$ cat src/rtl/pe_pkg.sv
// Shared PE definitions: default element/config widths and the ifmap
// transmitter state encoding.
package pe_pkg;

    localparam int DATA_SIZE_DEF    = 8;
    localparam int IFMAP_NUM_DEF    = 1;
    localparam int FIFO_DEPTH_DEF   = 4;
    localparam int CONFIG_Q_BIT_DEF = 2;
    localparam int CONFIG_W_BIT_DEF = 12;

    typedef enum logic [1:0] {
        IDLE = 2'd0,
        SEND = 2'd1,
        DONE = 2'd2
    } tx_state_t;

endpackage

$ cat src/rtl/pe_sync_fifo.sv
// Small synchronous FIFO. The head word is read straight from the storage
// array, so a word pushed into an empty FIFO shows on dout one cycle later.
module pe_sync_fifo #(
    parameter int WIDTH = 8,
    parameter int DEPTH = 4
) (
    input  logic             clk,
    input  logic             rst,
    input  logic             push,
    input  logic             pop,
    input  logic [WIDTH-1:0] din,
    output logic [WIDTH-1:0] dout,
    output logic             full,
    output logic             empty
);

    localparam int AW = $clog2(DEPTH);

    logic [WIDTH-1:0] mem [DEPTH];
    logic [AW-1:0]    wr_ptr;
    logic [AW-1:0]    rd_ptr;
    logic [AW:0]      count;
    logic             push_ok;
    logic             pop_ok;

    assign push_ok = push && !full;
    assign pop_ok  = pop && !empty;
    assign full    = (count == (AW+1)'(DEPTH));
    assign empty   = (count == '0);
    assign dout    = mem[rd_ptr];

    // Storage, pointers and occupancy; reset clears contents so dout reads 0.
    always_ff @(posedge clk) begin
        if (!rst) begin
            for (int i = 0; i < DEPTH; i++) mem[i] <= '0;
            wr_ptr <= '0;
            rd_ptr <= '0;
            count  <= '0;
        end else begin
            if (push_ok) begin
                mem[wr_ptr] <= din;
                wr_ptr      <= wr_ptr + AW'(1);
            end
            if (pop_ok) rd_ptr <= rd_ptr + AW'(1);
            if (push_ok && !pop_ok)
                count <= count + (AW+1)'(1);
            else if (!push_ok && pop_ok)
                count <= count - (AW+1)'(1);
        end
    end

endmodule

$ cat src/rtl/pe_ifmap_tx.sv
// Ifmap transmitter: stages GLB words in a FIFO and streams exactly
// W*(q+1) of them into one PE per start, in arrival order.
module pe_ifmap_tx
    import pe_pkg::*;
#(
    parameter int DATA_SIZE    = DATA_SIZE_DEF,
    parameter int IFMAP_NUM    = IFMAP_NUM_DEF,
    parameter int FIFO_DEPTH   = FIFO_DEPTH_DEF,
    parameter int CONFIG_Q_BIT = CONFIG_Q_BIT_DEF,
    parameter int CONFIG_W_BIT = CONFIG_W_BIT_DEF
) (
    input  logic                           clk,
    input  logic                           rst,
    input  logic                           set_info,
    input  logic [CONFIG_Q_BIT-1:0]        config_q,
    input  logic [CONFIG_W_BIT-1:0]        config_W,
    input  logic                           start,
    input  logic [IFMAP_NUM*DATA_SIZE-1:0] in_data,
    input  logic                           in_valid,
    output logic                           in_ready,
    output logic [IFMAP_NUM*DATA_SIZE-1:0] ifmap,
    output logic                           ifmap_enable,
    input  logic                           ifmap_ready,
    output logic                           busy,
    output logic                           done
);

    localparam int WORD_W = IFMAP_NUM * DATA_SIZE;
    localparam int CNT_W  = CONFIG_W_BIT + CONFIG_Q_BIT;

    tx_state_t               state;
    logic [CONFIG_Q_BIT-1:0] cfg_q;
    logic [CONFIG_W_BIT-1:0] cfg_W;
    logic [CNT_W-1:0]        total;
    logic [CNT_W-1:0]        in_cnt;
    logic [CNT_W-1:0]        out_cnt;

    logic                    fifo_full;
    logic                    fifo_empty;
    logic                    push;
    logic                    pop;
    logic [CONFIG_Q_BIT-1:0] q_sel;
    logic [CONFIG_W_BIT-1:0] w_sel;
    logic [CNT_W-1:0]        total_nxt;

    // A set_info arriving with start must already govern that transfer.
    assign q_sel     = set_info ? config_q : cfg_q;
    assign w_sel     = set_info ? config_W : cfg_W;
    assign total_nxt = CNT_W'(w_sel) * (CNT_W'(q_sel) + CNT_W'(1));

    // Handshake qualifiers depend on registered state only.
    assign in_ready     = (state == SEND) && !fifo_full && (in_cnt != total);
    assign ifmap_enable = (state == SEND) && !fifo_empty;
    assign push         = in_valid && in_ready;
    assign pop          = ifmap_enable && ifmap_ready;

    pe_sync_fifo #(
        .WIDTH (WORD_W),
        .DEPTH (FIFO_DEPTH)
    ) u_fifo (
        .clk   (clk),
        .rst   (rst),
        .push  (push),
        .pop   (pop),
        .din   (in_data),
        .dout  (ifmap),
        .full  (fifo_full),
        .empty (fifo_empty)
    );

    // Transfer FSM with config latch, word counters and registered busy/done.
    always_ff @(posedge clk) begin
        if (!rst) begin
            state   <= IDLE;
            cfg_q   <= '0;
            cfg_W   <= '0;
            total   <= '0;
            in_cnt  <= '0;
            out_cnt <= '0;
            busy    <= 1'b0;
            done    <= 1'b0;
        end else begin
            done <= 1'b0;
            case (state)
                IDLE: begin
                    if (set_info) begin
                        cfg_q <= config_q;
                        cfg_W <= config_W;
                    end
                    if (start) begin
                        total   <= total_nxt;
                        in_cnt  <= '0;
                        out_cnt <= '0;
                        busy    <= 1'b1;
                        if (total_nxt == '0) begin
                            state <= DONE;
                            done  <= 1'b1;
                        end else begin
                            state <= SEND;
                        end
                    end
                end
                SEND: begin
                    if (push) in_cnt <= in_cnt + CNT_W'(1);
                    if (pop) begin
                        out_cnt <= out_cnt + CNT_W'(1);
                        if (out_cnt == total - CNT_W'(1)) begin
                            state <= DONE;
                            done  <= 1'b1;
                        end
                    end
                end
                DONE: begin
                    state <= IDLE;
                    busy  <= 1'b0;
                end
                default: begin
                    state <= IDLE;
                    busy  <= 1'b0;
                end
            endcase
        end
    end

endmodule
$ cat config.mk
export PLATFORM = sky130hd
export DESIGN_NAME = pe_ifmap_tx
export DESIGN_NICKNAME = d
export VERILOG_FILES = /design/src/rtl/pe_pkg.sv /design/src/rtl/pe_sync_fifo.sv /design/src/rtl/pe_ifmap_tx.sv
export SDC_FILE = /design/constraint.sdc
export NUM_CORES = 1
export LEC_CHECK = 0
export CORE_UTILIZATION = 30
export DETAILED_ROUTE_END_ITERATION = 8
export PLACE_DENSITY = 0.44
export SYNTH_ARGS = -nofsm -noshare
export SYNTH_HDL_FRONTEND = slang
export SYNTH_SLANG_ARGS = --single-unit
$ cat constraint.sdc
create_clock -name clk -period 4.7 [get_ports clk]
set_input_delay 0.94 -clock clk [delete_from_list [all_inputs] [get_ports clk]]
set_output_delay 0.94 -clock clk [all_outputs]
set_load 0.02 [all_outputs]
# == Word level (Yosys, flattened, before mapping) ==
# Memory sizes are Yosys's and may differ from the RTL's. A register that Yosys moved wholly into a read port is not among the register bits.
# Index checks and enable logic that the tools add are counted.
# classes
n_addsub,8
mul,1
eq_ne,8
muxes,30
n_bitwise,1
reduce_logical,24
# ops
operator,n
$pmux 14 s2,2
$mux 14,3
$add 14x1->14 const B,2
$mux 2,8
$eq 14x14->1,1
$logic_not 14->1,1
$mul 12x3->14,1
$ne 14x14->1,1
$sub 14x1->14 const B,1
$mux 12,1
$mux 1,10
$logic_and 1x1->1,9
$reduce_and 3->1,3
$mux 8,1
$reduce_or 8->1,1
$mux 3,2
$ne 2x1->1 const B,3
$add 2x1->2 const B,2
$logic_not 1->1,4
$pmux 1 s2,2
$pmux 2 s2,1
$reduce_and 2->1,2
$reduce_bool 2->1,2
$add 2x1->3 const B,1
other kinds (8),8
# word_totals
regBits,67
ram_bits,32
in_bits,28
output_inout_bits,12
wordCells,84
n_memories,1
# mem_list
memory,words,word_bits,read_ports,rd_ports_with_merged_regs,wr,line_no,text
u_fifo.mem,4,8,1,1,4,pe_sync_fifo.sv:19,logic [WIDTH-1:0] mem [DEPTH];

# == Logic depth before layout (Yosys ltp) ==
# Gate-level depths: netlist of the first run.
# depth
depth_word,11
mapped_depth,17
depth_no_buf,14

# == Modules after synthesis ==
# A second synthesis of the first run with hierarchy kept.
# hier_totals
cells_unflattened,661
hier_area_um2,6163.4
# modules_own_cells
mod,instances,cells_each,area_per_inst_um2,seq_area_each_um2
pe_ifmap_tx,1,537,4310.4,1201.2
pe_sync_fifo,1,124,1853.0,1141.1

# == Worst setup path after synthesis of the first run ==
# OpenSTA, ideal clock, no wires.
# synth_timing
path_kind,input to register
startpoint,in set_info
endpoint,reg state[0]
setup_time_ns,0.058
arrival_ns,5.066
required_time_ns,4.642
slack_ns,-0.424
cell_stages,16
path_buffers,2
cell_sequence,clkbuf_1 > mux2i_1 > inv_1 > ha_1 > clkbuf_1 > nor2b_1 > fa_1 > ha_1 > fa_1 > a211oi_1 > nor3_1 > or4_1 > nand3_1 > nor2_1 > a31oi_1 > o21a_1
# synth_via
elab_chain_cells,7
elab_cells_between_ends,8
cone_classes,add/sub (1); mul (1); mux (5); reduce/logical (1)
# synth_lines
item,line_no,text
from (decl),pe_ifmap_tx.sv:14,"input logic set_info,"
$mux 2,--,
net q_sel[0],pe_ifmap_tx.sv:42,logic [CONFIG_Q_BIT-1:0] q_sel;
$add 2x1->3,pe_ifmap_tx.sv:49,assign total_nxt = CNT_W'(w_sel) * (CNT_W'(q_sel) + CNT_W'(1));
$mul 12x3->14,pe_ifmap_tx.sv:49,
$logic_not 14->1,pe_ifmap_tx.sv:95,if (total_nxt == '0) begin
$mux 2,pe_ifmap_tx.sv:95,
$mux 2,pe_ifmap_tx.sv:90,if (start) begin
$pmux 2 s2,pe_ifmap_tx.sv:84,case (state)
to (signal assigned),pe_ifmap_tx.sv:96,state <= DONE;
to (signal assigned),pe_ifmap_tx.sv:99,state <= SEND;
to (signal assigned),pe_ifmap_tx.sv:108,state <= DONE;
to (decl),pe_ifmap_tx.sv:31,tx_state_t state;
# The timed path passes the listed nets, and every way through them passes these cells. The select of a mux whose other input is x is not followed.
# A chain may end at the register's enable or synchronous reset.

# == Final worst setup path of the first run ==
# layout_timing
startpoint,in config_q[1]
endpoint,reg done
# layout_via
elab_chain_cells,7
# layout_lines
item,line_no,text
from (decl),pe_ifmap_tx.sv:15,"input logic [CONFIG_Q_BIT-1:0] config_q,"
$mux 2,--,
net q_sel[1],pe_ifmap_tx.sv:42,
$add 2x1->3,pe_ifmap_tx.sv:49,
$mul 12x3->14,pe_ifmap_tx.sv:49,
$logic_not 14->1,pe_ifmap_tx.sv:95,
$mux 1,pe_ifmap_tx.sv:95,
$mux 1,pe_ifmap_tx.sv:90,
$pmux 1 s2,pe_ifmap_tx.sv:84,
to (signal assigned),pe_ifmap_tx.sv:81,done <= 1'b0;
to (signal assigned),pe_ifmap_tx.sv:83,done <= 1'b0;
to (signal assigned),pe_ifmap_tx.sv:97,done <= 1'b1;
to (decl),pe_ifmap_tx.sv:25,output logic done
# The timed path passes the listed nets, and every way through them passes these cells.

==> impl_metrics.prom, run 1 <==
# TYPE chip_impl_metric gauge
chip_impl_metric{name="synthesis.yosys.warnings",unit=""} 0
chip_impl_metric{name="grt_pass1_vias",unit=""} 4921
chip_impl_metric{name="place_ws",unit="ns"} -0.4358
chip_impl_metric{name="via_per_inst",unit=""} 4.759
chip_impl_metric{name="number_of_remaining_drc_errors",unit=""} 0
chip_impl_info{name="holdCritStartpoint",value="cfg_W[9]"} 1
chip_impl_metric{name="synth-async-reset-ratio",unit=""} 0
chip_impl_metric{name="die_width",unit="µm"} 145.9
chip_impl_metric{name="max_freq",unit="GHz"} 0.2221
chip_impl_metric{name="finalCritPeriodShare",unit=""} 0.9580
chip_impl_metric{name="power.density",unit="mW/mm²"} 317.1
chip_impl_info{name="criticalPathCategory",value="primary input to flip-flop"} 1
chip_impl_metric{name="synth-edff-count",unit=""} 32
chip_impl_metric{name="detail_route.first_pass.iterations",unit=""} 6
chip_impl_metric{name="cts-root-to-sink-buffers",unit=""} 2
chip_impl_info{name="cp-start-kind",value="primary input"} 1
chip_impl_metric{name="post_cts_buffers",unit=""} 0
chip_impl_metric{name="finalWirelength",unit="µm"} 15170
chip_impl_metric{name="synth_top_area_frac",unit=""} 0.2225
chip_impl_metric{name="ir_drop_worst_case_vdd",unit="V"} 0.0001544
chip_impl_metric{name="clock_insertion_delay_worst_skew",unit="ns"} 0.35
chip_impl_info{name="crit-reg2reg-capture",value="done"} 1
chip_impl_metric{name="finClkSkew",unit="ns"} 0.008029
chip_impl_metric{name="critical-path-max-stage-delay",unit="ns"} 0.63
chip_impl_metric{name="dp_hpwl",unit="µm"} 11640
chip_impl_info{name="synth_largest_area_cell",value="sky130_fd_sc_hd__dfxtp_1"} 1
chip_impl_info{name="most_frequent_cells_in_the_layout",value="sky130_fd_sc_hd__nand2_1, sky130_fd_sc_hd__dfxtp_1, sky130_fd_sc_hd__nor2_1"} 1
chip_impl_info{name="dominant_delay_contributor_by_cell_family_on_the_critical_path",value="simple AND/OR/NAND/NOR gates"} 1
chip_impl_metric{name="max-slew-margin-rel",unit=""} 0.1945
chip_impl_info{name="clock_tree.root_cell",value="sky130_fd_sc_hd__clkbuf_16"} 1
chip_impl_metric{name="flop2flop_setup_slack",unit="ns"} 0.89
chip_impl_info{name="synth_flop_cell",value="sky130_fd_sc_hd__dfxtp_1"} 1
chip_impl_metric{name="grt_first_pass_wirelength",unit="µm"} 25190
chip_impl_metric{name="final-max-slew-violation-count",unit=""} 0
chip_impl_metric{name="synth.net_count",unit=""} 735
chip_impl_metric{name="timing.reg2reg.worst_path_depth",unit=""} 14
chip_impl_metric{name="dp.cells",unit=""} 1008
chip_impl_metric{name="grt_antenna_before_repair",unit=""} 0
chip_impl_metric{name="path_clk_slew",unit="ns"} 0.07
chip_impl_metric{name="ports_placed_on_the_boundary",unit=""} 40
chip_impl_metric{name="h-tree-depth",unit=""} 3
chip_impl_metric{name="hold_viol_final",unit=""} 0
chip_impl_info{name="setup.worst_path.end_class",value="flip-flop"} 1
chip_impl_metric{name="post_layout_nonfiller_instances",unit=""} 1024
chip_impl_metric{name="cap_violations",unit=""} 0
chip_impl_metric{name="grt_use_total",unit=""} 0.1497
chip_impl_info{name="cts_tree",value="built"} 1
chip_impl_info{name="run_status",value="finished, final reports clean"} 1
chip_impl_metric{name="final_layout_size_suffix_gt1_frac",unit=""} 0.1472
chip_impl_metric{name="crit_arrival",unit="ns"} 4.78
chip_impl_metric{name="crit_cells",unit=""} 15
chip_impl_metric{name="postSynthAreaPerCell",unit="µm²"} 9.171
chip_impl_metric{name="grt_start_max_net_pins",unit=""} 49
chip_impl_metric{name="period_minus_slack",unit="ns"} 4.503
chip_impl_metric{name="dieArea",unit="mm²"} 0.02127
chip_impl_info{name="worst_path_max_delay_cell",value="sky130_fd_sc_hd__or4b_2"} 1
chip_impl_metric{name="areaGrowthSynthToFinish",unit="%"} 20.66
chip_impl_metric{name="grt_overflow_total",unit=""} 0
chip_impl_info{name="timing.hold.worst.class",value="flip-flop to flip-flop"} 1
chip_impl_metric{name="cp_max_fanout",unit=""} 6
chip_impl_metric{name="power_after_layout",unit="W"} 0.002375
chip_impl_metric{name="finalCoreUtilization",unit=""} 0.3702
chip_impl_metric{name="synthesis.instances",unit=""} 677
chip_impl_metric{name="via_count",unit=""} 4873
chip_impl_metric{name="tritoncts.num_buffers",unit=""} 9
chip_impl_metric{name="post-route-worst-setup-slack",unit="ns"} 0.1975
chip_impl_metric{name="path_buf_inv",unit=""} 3
chip_impl_metric{name="worstPathRequired",unit="ns"} 4.98
chip_impl_metric{name="initial_core_util",unit=""} 0.3068
chip_impl_metric{name="core-area",unit="mm²"} 0.02023
chip_impl_metric{name="routabilityCongestion",unit=""} 0.7904
chip_impl_metric{name="route.detailed.wl_per_inst",unit="µm"} 14.81
chip_impl_info{name="hold_end",value="cfg_W[9]"} 1
chip_impl_metric{name="synth_cell_types",unit=""} 69
chip_impl_metric{name="nets",unit=""} 807
chip_impl_metric{name="tightestPinTransition",unit="ns"} 1.198
chip_impl_metric{name="antenna_left",unit=""} 0
chip_impl_metric{name="sequential_area_share_after_synthesis",unit=""} 0.3773
chip_impl_metric{name="cts.sink_count",unit=""} 101
chip_impl_info{name="layout_commonest_cell",value="sky130_fd_sc_hd__nand2_1"} 1
chip_impl_metric{name="total_leakage_power",unit="nW"} 2.948
chip_impl_metric{name="port-buffer-count",unit=""} 39
chip_impl_info{name="timing.critical_path.cells",value="clkdlybuf4s50_1 > mux2_2 > ha_1 > buf_4 > nand2_1 > fa_1 > inv_1 > ha_1 > or3_1 > a2bb2oi_2 > nand4_1 > or4b_2 > nor2_1 > nand4_1 > a21oi_1"} 1
chip_impl_metric{name="row_count",unit=""} 52
chip_impl_metric{name="antenna_cells",unit=""} 0
chip_impl_metric{name="synthesis.area",unit="mm²"} 0.006208
chip_impl_metric{name="die-height",unit="µm"} 145.9
chip_impl_info{name="r2r_start",value="cfg_q[1]"} 1
chip_impl_metric{name="ys_ff_latch",unit=""} 101
chip_impl_metric{name="hold-path-cell-count",unit=""} 2
chip_impl_metric{name="initialDrtViolationCount",unit=""} 230
chip_impl_info{name="synthTopCellsByArea",value="sky130_fd_sc_hd__dfxtp_1, sky130_fd_sc_hd__edfxtp_1, sky130_fd_sc_hd__nand2_1, sky130_fd_sc_hd__xnor2_1, sky130_fd_sc_hd__fa_1"} 1
chip_impl_metric{name="setup_viol_count_final",unit=""} 0
worst max-delay path by stage:
stage,from,end
finish,config_q[1],done
floorplan,set_info,state[0]
global route,config_q[1],done
detailed placement,set_info,done
global placement,set_info,state[0]
CTS,set_info,state[1]
layer usage:
metal  vias up  global-route usage  share of wire
li1       2471                   -              -
met1      2338              0.1877           0.47
met4         0             0.04263          0.013
met3        12             0.02571          0.024
met2        52              0.2624           0.50
met5         -                   0              0
through the flow:
stage	cell area [µm²]	TNS, ns	hold WS, ns
2_1_floorplan	6228	0	0.4409
3_3_place_gp	7186	-1.553	0.4496
3_5_place_dp	7186	-2.071	0.4568
4_1_cts	7466	0	0.4682
5_1_grt	7491	-0.04023	0.4987
6_report	7491	0	0.4665
registers in the layout, indices dropped and copies added, names as in the netlist, named ones only:
signal,cells
u_fifo.count,3
u_fifo.rd_ptr,2
in_cnt,14
state,2
out_cnt,14
cfg_W,12
u_fifo.wr_ptr,2
total,14
cfg_q,2
u_fifo.mem,32
done,1
busy,1
power by group:
part           leakage [nW]  switching, W  internal, W
sequential            0.892     0.0000533     0.000944
clock                 0.130      0.000366     0.000366
combinational          1.93      0.000328     0.000318
total                  2.95      0.000747      0.00163
repair_timing:
action	in CTS	in global routing
hold buffers	0	0
setup endpoints to repair	3	3
gates resized for setup	1	5
worst register-to-register path, stage by stage (launching register included):
cell	delay, ns
sky130_fd_sc_hd__dfxtp_1	0.33
sky130_fd_sc_hd__mux2_2	0.28
sky130_fd_sc_hd__ha_1	0.35
sky130_fd_sc_hd__buf_4	0.16
sky130_fd_sc_hd__nand2_1	0.07
sky130_fd_sc_hd__fa_1	0.51
sky130_fd_sc_hd__inv_1	0.04
sky130_fd_sc_hd__ha_1	0.22
sky130_fd_sc_hd__or3_1	0.43
sky130_fd_sc_hd__a2bb2oi_2	0.16
sky130_fd_sc_hd__nand4_1	0.10
sky130_fd_sc_hd__or4b_2	0.63
sky130_fd_sc_hd__nor2_1	0.16
sky130_fd_sc_hd__nand4_1	0.13
sky130_fd_sc_hd__a21oi_1	0.19
cell families (layout without fill, tap and decap cells):
| logic type | Yosys count | count (layout) | synth area share |
|---|---|---|---|
| fa+ha+maj | 30 | 30 | 0.07497 |
| xor+xnor | 61 | 61 | 0.08605 |
| flops | 101 | 101 | 0.3773 |
| buf+inv | 74 | 151 | 0.05340 |
| mux | 29 | 29 | 0.06489 |
| simple gates | 286 | 286 | 0.2346 |
| compound gates | 96 | 96 | 0.1088 |
final cells by class:
cell class                 count  area, µm²
timing repair buffer          93      795.8
tap                          270      337.8
inverter                      42      157.7
fill                        2096      12740
sequential                   101       2342
clock inverter                 7      56.30
multi-input combinational    502       3576
clock buffer                   9      225.2
cells in the mapped netlist, types with 4 or more instances:
cell type,n
sky130_fd_sc_hd__a211oi_1,7
sky130_fd_sc_hd__a21boi_0,22
sky130_fd_sc_hd__a21o_1,4
sky130_fd_sc_hd__a21oi_1,15
sky130_fd_sc_hd__a31oi_1,5
sky130_fd_sc_hd__and2_1,21
sky130_fd_sc_hd__clkbuf_1,18
sky130_fd_sc_hd__dfxtp_1,69
sky130_fd_sc_hd__edfxtp_1,32
sky130_fd_sc_hd__fa_1,12
sky130_fd_sc_hd__ha_1,18
sky130_fd_sc_hd__inv_1,42
sky130_fd_sc_hd__mux2_2,10
sky130_fd_sc_hd__mux2i_1,11
sky130_fd_sc_hd__mux4_2,8
sky130_fd_sc_hd__nand2_1,92
sky130_fd_sc_hd__nand2b_1,9
sky130_fd_sc_hd__nand3_1,21
sky130_fd_sc_hd__nand4_1,16
sky130_fd_sc_hd__nor2_1,62
sky130_fd_sc_hd__nor2b_1,18
sky130_fd_sc_hd__nor3_1,12
sky130_fd_sc_hd__o211a_1,5
sky130_fd_sc_hd__o21ai_0,18
sky130_fd_sc_hd__o31ai_1,4
sky130_fd_sc_hd__or3_1,6
sky130_fd_sc_hd__xnor2_1,36
sky130_fd_sc_hd__xor2_1,25
Note: power is estimated with default switching activity, not from simulation.
==> run 2: changes to the inputs <==
CORE_MARGIN = 1   (was not set)
CORE_UTILIZATION = 29   (was 30)
CTS_BUF_LIST = sky130_fd_sc_hd__clkbuf_8 sky130_fd_sc_hd__clkbuf_16   (was not set)
PLACE_DENSITY = 0.42   (was 0.44)
==> impl_metrics.prom, run 2 (same netlist as run 1, synthesis figures left out) <==
# TYPE chip_impl_metric gauge
chip_impl_info{name="run_status",value="finished, final reports clean"} 1
chip_impl_metric{name="worstPathRequired",unit="ns"} 4.94
chip_impl_metric{name="cp_max_fanout",unit=""} 6
chip_impl_metric{name="final-max-slew-violation-count",unit=""} 0
chip_impl_info{name="reg_with_most_ffs",value="u_fifo.mem"} 1
chip_impl_info{name="timing.critical_path.cells",value="dlygate4sd2_1 > mux2_2 > ha_1 > buf_4 > nand2_1 > fa_1 > inv_1 > ha_1 > or3_1 > a2bb2oi_2 > nand4_1 > or4b_2 > nor2_1 > a31oi_1 > o21a_1"} 1
chip_impl_info{name="layout_commonest_cell",value="sky130_fd_sc_hd__nand2_1"} 1
chip_impl_metric{name="period_minus_slack",unit="ns"} 4.497
chip_impl_metric{name="tightestPinTransition",unit="ns"} 1.226
chip_impl_metric{name="path_clk_slew",unit="ns"} 0.07
chip_impl_metric{name="grt_antenna_before_repair",unit=""} 0
chip_impl_metric{name="initial_core_util",unit=""} 0.2953
chip_impl_info{name="most_frequent_cells_in_the_layout",value="sky130_fd_sc_hd__nand2_1, sky130_fd_sc_hd__dfxtp_1, sky130_fd_sc_hd__nor2_1"} 1
chip_impl_metric{name="cap_violations",unit=""} 0
chip_impl_metric{name="hold-path-cell-count",unit=""} 2
chip_impl_metric{name="finClkSkew",unit="ns"} 0.01488
chip_impl_metric{name="routabilityCongestion",unit=""} 0.7647
chip_impl_metric{name="dp_hpwl",unit="µm"} 11670
chip_impl_metric{name="crit_cells",unit=""} 15
chip_impl_metric{name="power_report.internal_total",unit="W"} 0.001737
chip_impl_info{name="worst_path_max_delay_cell",value="sky130_fd_sc_hd__or4b_2"} 1
chip_impl_metric{name="clock_insertion_delay_worst_skew",unit="ns"} 0.36
chip_impl_info{name="timing.hold.worst.class",value="flip-flop to flip-flop"} 1
chip_impl_metric{name="place_ws",unit="ns"} -0.3983
chip_impl_metric{name="detail_route.first_pass.iterations",unit=""} 4
chip_impl_metric{name="largest_reg_flops",unit=""} 32
chip_impl_metric{name="final-seq-area",unit="mm²"} 0.002342
chip_impl_info{name="criticalPathCategory",value="primary input to flip-flop"} 1
chip_impl_metric{name="finalCritPeriodShare",unit=""} 0.9568
chip_impl_info{name="clock_tree.root_cell",value="sky130_fd_sc_hd__clkbuf_16"} 1
chip_impl_info{name="rsz0062_at_grt",value="false"} 1
chip_impl_metric{name="grt_use_total",unit=""} 0.1470
chip_impl_metric{name="grt_overflow_total",unit=""} 0
chip_impl_metric{name="ir_drop_worst_case_vdd",unit="V"} 0.0001749
chip_impl_metric{name="grt_start_max_net_pins",unit=""} 49
chip_impl_metric{name="cts-root-to-sink-buffers",unit=""} 2
chip_impl_metric{name="max_freq",unit="GHz"} 0.2224
chip_impl_metric{name="total_leakage_power",unit="nW"} 2.966
chip_impl_metric{name="number_of_remaining_drc_errors",unit=""} 0
chip_impl_metric{name="setup_viol_count_final",unit=""} 0
chip_impl_metric{name="die-height",unit="µm"} 148.3
chip_impl_metric{name="crit_arrival",unit="ns"} 4.74
chip_impl_metric{name="hold_viol_final",unit=""} 0
chip_impl_metric{name="h-tree-depth",unit=""} 3
chip_impl_metric{name="final_layout_size_suffix_gt1_frac",unit=""} 0.1410
chip_impl_metric{name="route.detailed.wl_per_inst",unit="µm"} 14.73
chip_impl_metric{name="grt_first_pass_wirelength",unit="µm"} 25390
chip_impl_metric{name="max-slew-margin-rel",unit=""} 0.1753
chip_impl_metric{name="path_buf_inv",unit=""} 3
chip_impl_metric{name="nets",unit=""} 805
chip_impl_info{name="setup.worst_path.end_class",value="flip-flop"} 1
chip_impl_metric{name="core-area",unit="mm²"} 0.02102
chip_impl_metric{name="power.share.sequential",unit=""} 0.402
chip_impl_metric{name="ctsHoldBuffers",unit=""} 0
chip_impl_metric{name="power.share.combinational",unit=""} 0.256
chip_impl_metric{name="net-switching-power",unit="W"} 0.0007455
chip_impl_metric{name="via_per_inst",unit=""} 4.710
chip_impl_metric{name="finalWirelength",unit="µm"} 15130
chip_impl_metric{name="hold_slack",unit="ns"} 0.4621
chip_impl_metric{name="tritoncts.num_buffers",unit=""} 9
chip_impl_metric{name="initialDrtViolationCount",unit=""} 204
chip_impl_info{name="critical_path.most_common_cell",value="sky130_fd_sc_hd__ha_1"} 1
chip_impl_metric{name="antenna_cells",unit=""} 0
chip_impl_metric{name="dieArea",unit="mm²"} 0.02200
chip_impl_metric{name="finalCoreUtilization",unit=""} 0.3578
chip_impl_metric{name="die_width",unit="µm"} 148.3
chip_impl_metric{name="antenna_left",unit=""} 0
chip_impl_metric{name="cts.sink_count",unit=""} 101
chip_impl_metric{name="p_clk_frac",unit=""} 0.342
chip_impl_metric{name="ports_placed_on_the_boundary",unit=""} 40
chip_impl_info{name="dominant_delay_contributor_by_cell_family_on_the_critical_path",value="simple AND/OR/NAND/NOR gates"} 1
chip_impl_metric{name="netSwitchingFraction",unit=""} 0.3003
chip_impl_metric{name="critical-path-max-stage-delay",unit="ns"} 0.63
chip_impl_metric{name="port-buffer-count",unit=""} 39
chip_impl_metric{name="timing.reg2reg.worst_path_depth",unit=""} 14
chip_impl_info{name="cts_tree",value="built"} 1
chip_impl_info{name="cp-start-kind",value="primary input"} 1
chip_impl_metric{name="multiInputGateArea",unit="mm²"} 0.003558
chip_impl_metric{name="power.density",unit="mW/mm²"} 330.1
chip_impl_metric{name="final.fill_count",unit=""} 2129
chip_impl_metric{name="post-route-worst-setup-slack",unit="ns"} 0.2030
chip_impl_metric{name="areaGrowthSynthToFinish",unit="%"} 21.14
chip_impl_metric{name="grt_pass1_vias",unit=""} 5028
chip_impl_metric{name="via_count",unit=""} 4837
chip_impl_metric{name="row_count",unit=""} 53
[run 2: path summary, 6_finish.rpt]
check / endpoint / slack [ns] / start
setup / recovery: state[0] / 0.20 / set_info
hold / removal: cfg_W[5] / 0.46 / cfg_W[5]
setup reg to reg: state[0] / 0.86 / cfg_q[1]
hold reg to reg: cfg_W[5] / 0.46 / cfg_W[5]
[run 2: power by group through the flow]
stage	combinational, W	clock (W)	sequential, W
finish	0.000636	0.000849	0.000997
global route	0.000712	0.000914	0.00101
CTS	0.000645	0.000882	0.000999
detailed placement	0.000639	0	0.00102
global placement	0.000632	0	0.00102
floorplan	0.000442	0	0.000987
[run 2: worst min-delay path, delay by kind of cell (launching register included)]
kind	cells	cell delay, ns
flip-flops	1	0.31
AND/OR/NAND/NOR	1	0.05
AO/OA/AOI/OAI	1	0.06
[run 2: timing repair]
action                                  CTS  global route
gates resized for setup                   2             0
buffers inserted                          0             0
endpoints found under the setup margin    3             0
[run 2: per-stage QoR]
step	area [µm²]	TNS (ns)	instances	power, W
floorplan	6228	0	677	0.001429
global placement	7177	-1.295	1011	0.001650
detailed placement	7177	-1.615	1011	0.001658
CTS	7521	0	1027	0.002525
global route	7521	0	1027	0.002632
finish	7521	0	1027	0.002483
[run 2: final cells by class]
cell class	count	share of cell area
Sequential cell	101	0.3114
Clock inverter	7	0.01514
Inverter	42	0.02096
Tap cell	275	0.04575
Multi-Input combinational cell	502	0.4731
Clock buffer	9	0.02995
Timing Repair Buffer	91	0.1036
[run 2: per-layer routing]
metal / routed length (µm) / global-route usage
met2: 7250 / 0.2568
met3: 411 / 0.03067
met5: 0 / 0
met4: 212 / 0.04021
met1: 7254 / 0.1821
==> run 3: changes to the inputs <==
CORE_MARGIN = not set   (was 1)
==> results of run 3 <==
Same layout as run 2: the final DEF is identical, and so are final timing and power.
